$ cat config.mk
export PLATFORM = sky130hd
export DESIGN_NAME = fir_decimator
export DESIGN_NICKNAME = d
export VERILOG_FILES = /design/src/rtl/fir_decimator.sv
export SDC_FILE = /design/constraint.sdc
export NUM_CORES = 1
export LEC_CHECK = 0
export CAP_MARGIN = 10
export CORE_UTILIZATION = 50
export DETAILED_ROUTE_END_ITERATION = 10
export GPL_TIMING_DRIVEN = 0
export PLACE_DENSITY = 0.76
export SKIP_CTS_REPAIR_TIMING = 1
export SLEW_MARGIN = 20
export SYNTH_ARGS = -nofsm -noshare
export SYNTH_HDL_FRONTEND = slang
export SYNTH_SLANG_ARGS = --single-unit
export TNS_END_PERCENT = 50
$ cat constraint.sdc
create_clock -name clk -period 2.7 [get_ports clk]
set_clock_uncertainty 0.2 [all_clocks]
set_input_delay 0.54 -clock clk [delete_from_list [all_inputs] [get_ports clk]]
set_output_delay 0.54 -clock clk [all_outputs]
set_load 0.005 [all_outputs]
$ cat src/rtl/fir_decimator.sv
// fir_decimator: decimates the fir_filter output stream by DECIM into a small FWFT FIFO with a sticky overflow flag.
// Define DECIM_AVG_EN to push the boxcar average of each group; the default build pushes the last sample of the group.
module fir_decimator #(
    parameter int DATA_W     = 16,
    parameter int DECIM      = 4,
    parameter int FIFO_DEPTH = 4
) (
    input  logic                          clk,
    input  logic                          rst_n,
    input  logic                          in_valid,
    input  logic signed [DATA_W-1:0]      in_data,
    output logic                          out_valid,
    input  logic                          out_ready,
    output logic signed [DATA_W-1:0]      out_data,
    output logic [$clog2(FIFO_DEPTH):0]   fifo_level,
    output logic                          overflow
);
    localparam int SHIFT = $clog2(DECIM);
    localparam int PH_W  = (DECIM > 1) ? SHIFT : 1;
    localparam int AW    = $clog2(FIFO_DEPTH);
    localparam int LW    = AW + 1;
    localparam logic [PH_W-1:0] PH_LAST  = PH_W'(DECIM - 1);
    localparam logic [LW-1:0]   LVL_FULL = LW'(FIFO_DEPTH);

    logic [PH_W-1:0]          phase_r;
    logic                     last_phase_s;
    logic                     push_s;
    logic                     pop_s;
    logic                     full_s;
    logic                     wr_en_s;
    logic                     drop_s;
    logic signed [DATA_W-1:0] push_data_s;
    logic signed [DATA_W-1:0] mem_r [FIFO_DEPTH];
    logic [AW-1:0]            wr_ptr_r;
    logic [AW-1:0]            rd_ptr_r;
    logic [LW-1:0]            level_r;
    logic                     overflow_r;

    // Group boundary and FIFO control decode
    always_comb begin
        last_phase_s = (phase_r == PH_LAST);
        push_s       = in_valid && last_phase_s;
        pop_s        = (level_r != {LW{1'b0}}) && out_ready;
        full_s       = (level_r == LVL_FULL);
        // A pop on the same edge frees the slot, so a full FIFO still accepts the push
        wr_en_s      = push_s && (!full_s || pop_s);
        drop_s       = push_s && full_s && !pop_s;
    end

    // Phase counter: advances on accepted samples only
    always_ff @(posedge clk) begin
        if (!rst_n) begin
            phase_r <= {PH_W{1'b0}};
        end else if (in_valid) begin
            if (last_phase_s) begin
                phase_r <= {PH_W{1'b0}};
            end else begin
                phase_r <= phase_r + {{(PH_W-1){1'b0}}, 1'b1};
            end
        end else begin
            phase_r <= phase_r;
        end
    end

`ifdef DECIM_AVG_EN
    localparam int ACC_W = DATA_W + SHIFT;

    logic signed [ACC_W-1:0] acc_r;
    logic signed [ACC_W-1:0] in_ext_s;
    logic signed [ACC_W-1:0] sum_s;

    // Group sum including the current sample; arithmetic shift floors toward minus infinity
    always_comb begin
        in_ext_s    = ACC_W'(in_data);
        sum_s       = acc_r + in_ext_s;
        push_data_s = DATA_W'(sum_s >>> SHIFT);
    end

    // Accumulator restarts at zero once a group closes
    always_ff @(posedge clk) begin
        if (!rst_n) begin
            acc_r <= {ACC_W{1'b0}};
        end else if (in_valid) begin
            if (last_phase_s) begin
                acc_r <= {ACC_W{1'b0}};
            end else begin
                acc_r <= sum_s;
            end
        end else begin
            acc_r <= acc_r;
        end
    end
`else
    // Pick mode: the closing sample of the group is pushed as-is
    always_comb begin
        push_data_s = in_data;
    end
`endif

    // FIFO storage; cleared on reset so out_data reads zero afterwards
    always_ff @(posedge clk) begin
        if (!rst_n) begin
            for (int i = 0; i < FIFO_DEPTH; i++) begin
                mem_r[i] <= {DATA_W{1'b0}};
            end
        end else if (wr_en_s) begin
            mem_r[wr_ptr_r] <= push_data_s;
        end else begin
            mem_r[wr_ptr_r] <= mem_r[wr_ptr_r];
        end
    end

    // Pointers wrap naturally since FIFO_DEPTH is a power of two
    always_ff @(posedge clk) begin
        if (!rst_n) begin
            wr_ptr_r <= {AW{1'b0}};
            rd_ptr_r <= {AW{1'b0}};
        end else begin
            if (wr_en_s) begin
                wr_ptr_r <= wr_ptr_r + {{(AW-1){1'b0}}, 1'b1};
            end else begin
                wr_ptr_r <= wr_ptr_r;
            end
            if (pop_s) begin
                rd_ptr_r <= rd_ptr_r + {{(AW-1){1'b0}}, 1'b1};
            end else begin
                rd_ptr_r <= rd_ptr_r;
            end
        end
    end

    // Occupancy tracking; simultaneous write and pop leave it unchanged
    always_ff @(posedge clk) begin
        if (!rst_n) begin
            level_r <= {LW{1'b0}};
        end else begin
            case ({wr_en_s, pop_s})
                2'b10:   level_r <= level_r + {{(LW-1){1'b0}}, 1'b1};
                2'b01:   level_r <= level_r - {{(LW-1){1'b0}}, 1'b1};
                default: level_r <= level_r;
            endcase
        end
    end

    // Sticky drop indicator, cleared only by reset
    always_ff @(posedge clk) begin
        if (!rst_n) begin
            overflow_r <= 1'b0;
        end else if (drop_s) begin
            overflow_r <= 1'b1;
        end else begin
            overflow_r <= overflow_r;
        end
    end

    // Output view of the FIFO head and status registers
    always_comb begin
        out_valid  = (level_r != {LW{1'b0}});
        out_data   = mem_r[rd_ptr_r];
        fifo_level = level_r;
        overflow   = overflow_r;
    end

endmodule

## After elaboration in Yosys (flattened, before gate mapping)

Memories as Yosys holds them, arrays and structs flattened. A register that Yosys moved wholly into a read port is not among the register bits.
Cells that the tools add are included.
W data, S select, Z words.

| word-level totals | value |
|---|---|
| flip-flop bits (word level) | 10 |
| memory bits (writable) | 64 |
| input port bits | 20 |
| output and inout bits | 21 |
| logic and storage cells | 44 |
| memories kept | 1 |

Memories:

| memory | words | width | rd ports | clocked after Yosys merged registers in | wr ports | line | text |
|---|---|---|---|---|---|---|---|
| mem_r | 4 | 16 | 1 | 1 | 4 | 33 | `logic signed [DATA_W-1:0] mem_r [FIFO_DEPTH];` |

| cells by class | value |
|---|---|
| add/sub/neg operators | 5 |
| equal/unequal tests | 5 |
| multiplexer cells | 15 |
| bitwise gates (word level) | 1 |
| reductions and logical operators | 12 |

Operators by type and width:

| operator | count |
|---|---|
| $mux W16 | 2 |
| $reduce_or A16 Y1 | 1 |
| $mux W1 | 8 |
| $mux W2 | 4 |
| $add A2 B1 Y2 const B | 3 |
| $pmux W3 S2 | 1 |
| $logic_and A1 B1 Y1 | 5 |
| $eq A2 B2 Y1 const B | 2 |
| $add A3 B1 Y3 const B | 1 |
| $eq A3 B3 Y1 const B | 1 |
| $reduce_bool A3 Y1 | 1 |
| $sub A3 B1 Y3 const B | 1 |
| $eq A2 B1 Y1 const B | 1 |
| $logic_not A1 Y1 | 2 |
| $reduce_and A2 Y1 | 1 |
| $reduce_bool A2 Y1 | 1 |
| $logic_or A1 B1 Y1 | 1 |
| $ne A0 B0 Y1 | 1 |
| $or A1 B1 Y1 | 1 |

## Logic depth before layout (Yosys ltp)

| depth | value |
|---|---|
| depth after elaboration | 11 |
| mapped depth | 11 |
| mapped depth without buffers | 9 |

## Worst setup path before layout

No wires, ideal clock.

| timing path | value |
|---|---|
| path type | input-to-reg |
| start point | in in_valid |
| end point | mem mem_r[3][0], enable pin |
| setup time | 0.411 ns |
| data arrival time | 2.282 ns |
| data required time | 2.089 ns |
| path slack | -0.193 ns |
| stages | 4 |
| buffers on the path | 1 |
| cells stage by stage | and2_1 -> clkbuf_1 -> nand2_4 -> o21ai_0 |

RTL lines:

| element | line | text |
|---|---|---|
| start, declared | 10 | `input logic in_valid,` |
| end, declared | 33 |  |

## Worst setup path after layout

| timing path | value |
|---|---|
| start point | reg level_r[0], in the netlist fifo_level[0] |
| end point | reg level_r[2], in the netlist fifo_level[2] |

| between the ends | value |
|---|---|
| longest elaborated chain between the ends | 6 |

Ends and longest elaborated chain:

| element | line | text |
|---|---|---|
| start, declared | 36 | `logic [LW-1:0] level_r;` |
| start signal, assigned | 135 | `level_r <= {LW{1'b0}};` |
| start signal, assigned | 138 | `2'b10: level_r <= level_r + {{(LW-1){1'b0}}, 1'b1};` |
| start signal, assigned | 139 | `2'b01: level_r <= level_r - {{(LW-1){1'b0}}, 1'b1};` |
| $eq A3 B3 Y1 or $reduce_bool A3 Y1 (tied branches) | 44, 43 |  |
| $logic_not A1 Y1 or $logic_and A1 B1 Y1 (tied branches) | 46, 43 |  |
| $logic_or A1 B1 Y1 | 46 | `wr_en_s = push_s && (!full_s \|\| pop_s);` |
| $logic_and A1 B1 Y1 | 46 |  |
| $eq A2 B1 Y1 or $eq A2 B2 Y1 (tied branches) | 137 | `case ({wr_en_s, pop_s})` |
| $pmux W3 S2 or $reduce_bool A2 Y1 (tied branches) | - |  |

Parallel ways exist; a longest one is shown, timed or not.
A chain may end at the register's enable or synchronous reset.

==> run summary <==
Die H: 83.5 um
Commonest non-fill, non-tap cell in the layout: edfxtp_1
Max Slew Vio Count: 0
Sequential element share of the synthesized area: 0.651
Antenna violations before repair: 0
Sink Count: 76
Ant. Diodes: 0
Hold Path Class: reg -> reg
CTS root buf: clkbuf_8
Status: complete, no violations
Net Sw Power: 0.486 mW
Detailed Place HPWL: 4.05 mm
Final hold violations: 0
Crit start category: register
Gr usage total: 0.195
Vias in the first global route: 2021
Tightest Pin Transition: 0.572 ns
Comb pwr share: 0.073
Crit Path Class: reg -> reg
Pint: 1.82 mW
I/O pins: 41
P&R area growth vs syn: 24.5%
Slew margin rel.: 0.619
Hold WS: 0.303 ns
Synth Area in Compound Gates: 0.0177
Max Cap Viol: 0
CTS tree: yes
Flops & latches, synth: 76
First-pass GRT wire length: 9.98 mm
Synthesized area per cell: 14.1 um2
PortBufs: 40
Placed Area: 3840 um2
Starting Density: 0.520
Largest family of logic cells by synthesized area: simple AND/OR/NAND/NOR gates
Row count: 29
Die W: 83.5 um
# H-tree levels: 3
Wire per inst: 17.0 um
GRT overflow: 0
Layout cells sized above 1: 0.236
Die area: 6970 um2
CTS clk-pin slew, worst paths: 0.08 ns
RSZ-0062 raised after global routing: true
Setup violators final: 0
Clock network fraction of design power: 0.356
Clk buf depth: 2
Vias per inst: 5.36
Fmax: 375 MHz
Synthesized instance count: 235
Critical Path, Cell by Cell: or4b_4, buf_6, nand2_8, buf_8, ha_4, inv_1, fa_2, xor2_1, or3_1, a21boi_1
Routed Antenna Nets: 0
Sequential power share: 0.571
Sw Share: 0.211
DRC viols: 0
CP max stage cell: or4b_4
Synth cell types: 33
Mapped cell area: 3320 um2
Final weighted congestion in routability-driven placement: 0.742
CP arrival: 2.73 ns
Synth warnings: 0
Worst path bufs/invs: 3
Critical path endpoint category: register
Final min period: 2.67 ns
Maximum VDD drop: 302 uV
Post-Synth Adder-Cell Area: 0.0136
Via count: 2000
Clk_lat worst skew: 0.34 ns
Net count after synthesis: 258
Final instance area: 4130 um2
CTS Buf Count: 9
Crit path max fanout: 10
Largest net degree at the start of global routing: 17
Commonest non-fill, non-tap cells in the layout: edfxtp_1, nor2_1, clkdlybuf4s50_1
Max incr delay on CP: 0.53 ns
Initial drt markers: 108
Worst path required time: 2.76 ns
CP delay by family, top: simple AND/OR/NAND/NOR gates
Drt pass-1 iters: 4
Xor and xnor area share after synthesis: 0.0106
Fin nets: 314
Leak Pwr: 1.52 nW
Post-synthesis mux area share: 0.118
DRT Wirelength: 6.34 mm
Final worst path period share: 0.988
Simple-gate area share of the yosys netlist: 0.156
CORE AREA: 6390 um2
Pwr Density: 558 nW/um2
registers in the layout, summed over array words and instances, names as in the netlist, named ones only:
name        flops
mem_r          64
fifo_level      3
phase_r         2
rd_ptr_r        2
wr_ptr_r        2
overflow        1
cell usage after synthesis, drive strengths merged:
cell | n | area (um2)
edfxtp | 64 | 1920
inv | 3 | 11.3
mux2i | 3 | 30.0
nor2 | 66 | 270
nand4b | 1 | 23.8
nand3 | 2 | 22.5
and2 | 4 | 25.0
a21oi | 1 | 5.00
nand2 | 23 | 101
a21boi | 2 | 15.0
ha | 2 | 25.0
dfxtp | 12 | 240
mux4 | 16 | 360
clkbuf | 6 | 22.5
or4b | 1 | 10.0
buf | 8 | 76.3
nand2b | 1 | 6.26
o311ai | 1 | 8.76
fa | 1 | 20.0
nor4b | 1 | 8.76
xnor2 | 3 | 26.3
nor2b | 5 | 31.3
o21ai | 4 | 20.0
o31a | 1 | 10.0
or3 | 3 | 20.0
xor2 | 1 | 8.76
power by group through the flow:
stage                     Sequential, mW  Combinational [mW]  Clock, mW
after floorplan                     1.34              0.0805          0
after global placement              1.34               0.158          0
after detailed placement            1.35               0.163          0
after CTS                           1.32               0.164      0.826
after global routing                1.32               0.182      0.885
final                               1.32               0.168      0.820
worst reg2reg max path, cell delays in order (launching register included):
cell	delay, ns
dfxtp_4	0.38
or4b_4	0.53
buf_6	0.16
nand2_8	0.10
buf_8	0.14
ha_4	0.14
inv_1	0.05
fa_2	0.33
xor2_1	0.15
or3_1	0.30
a21boi_1	0.12
layout make-up:
cell class / instances / area (um2)
repair buffers: 47 / 470
fillers: 512 / 2250
clock inverters: 3 / 40.0
clock buffers: 13 / 139
well taps: 77 / 96.3
multi-input cells: 142 / 1090
inverters: 3 / 11.3
plain buffers: 12 / 120
flip-flops and latches: 76 / 2170
stage by stage:
stage	instances	power, mW	utilization	setup slack [ns]	TNS [ns]
global placement	352	1.50	0.598	-0.912	-33.40
CTS	369	2.31	0.629	-0.477	-10.23
detailed placement	353	1.51	0.601	-0.787	-22.18
finish	373	2.31	0.647	0.0313	0
global route	373	2.39	0.647	-0.0574	-0.0583
floorplan	235	1.42	-	-0.139	-0.139
worst paths after layout:
path                              startpoint                    endpoint  slack, ns  cells past startpoint
hold reg to reg        overflow$_SDFFE_PN0P_       overflow$_SDFFE_PN0P_       0.30                      2
setup reg to reg  fifo_level[0]$_SDFFE_PN0P_  fifo_level[2]$_SDFFE_PN0P_       0.03                     10
setup / recovery  fifo_level[0]$_SDFFE_PN0P_  fifo_level[2]$_SDFFE_PN0P_       0.03                     10
hold / removal         overflow$_SDFFE_PN0P_       overflow$_SDFFE_PN0P_       0.30                      2
layer usage:
layer	vias to the layer above	track usage	share of wire
met5	-	0	0
met4	0	0.0863	0.015
met3	7	0.0475	0.044
met2	53	0.316	0.50
met1	990	0.252	0.44
li1	950	-	-
kinds of logic after synthesis:
family          after synthesis
simple gates                107
flops                        76
mux                          19
buf+inv                      17
compound gates                9
xor+xnor                      4
fa+ha+maj                     3
Note: power is estimated with default switching activity, not from simulation.
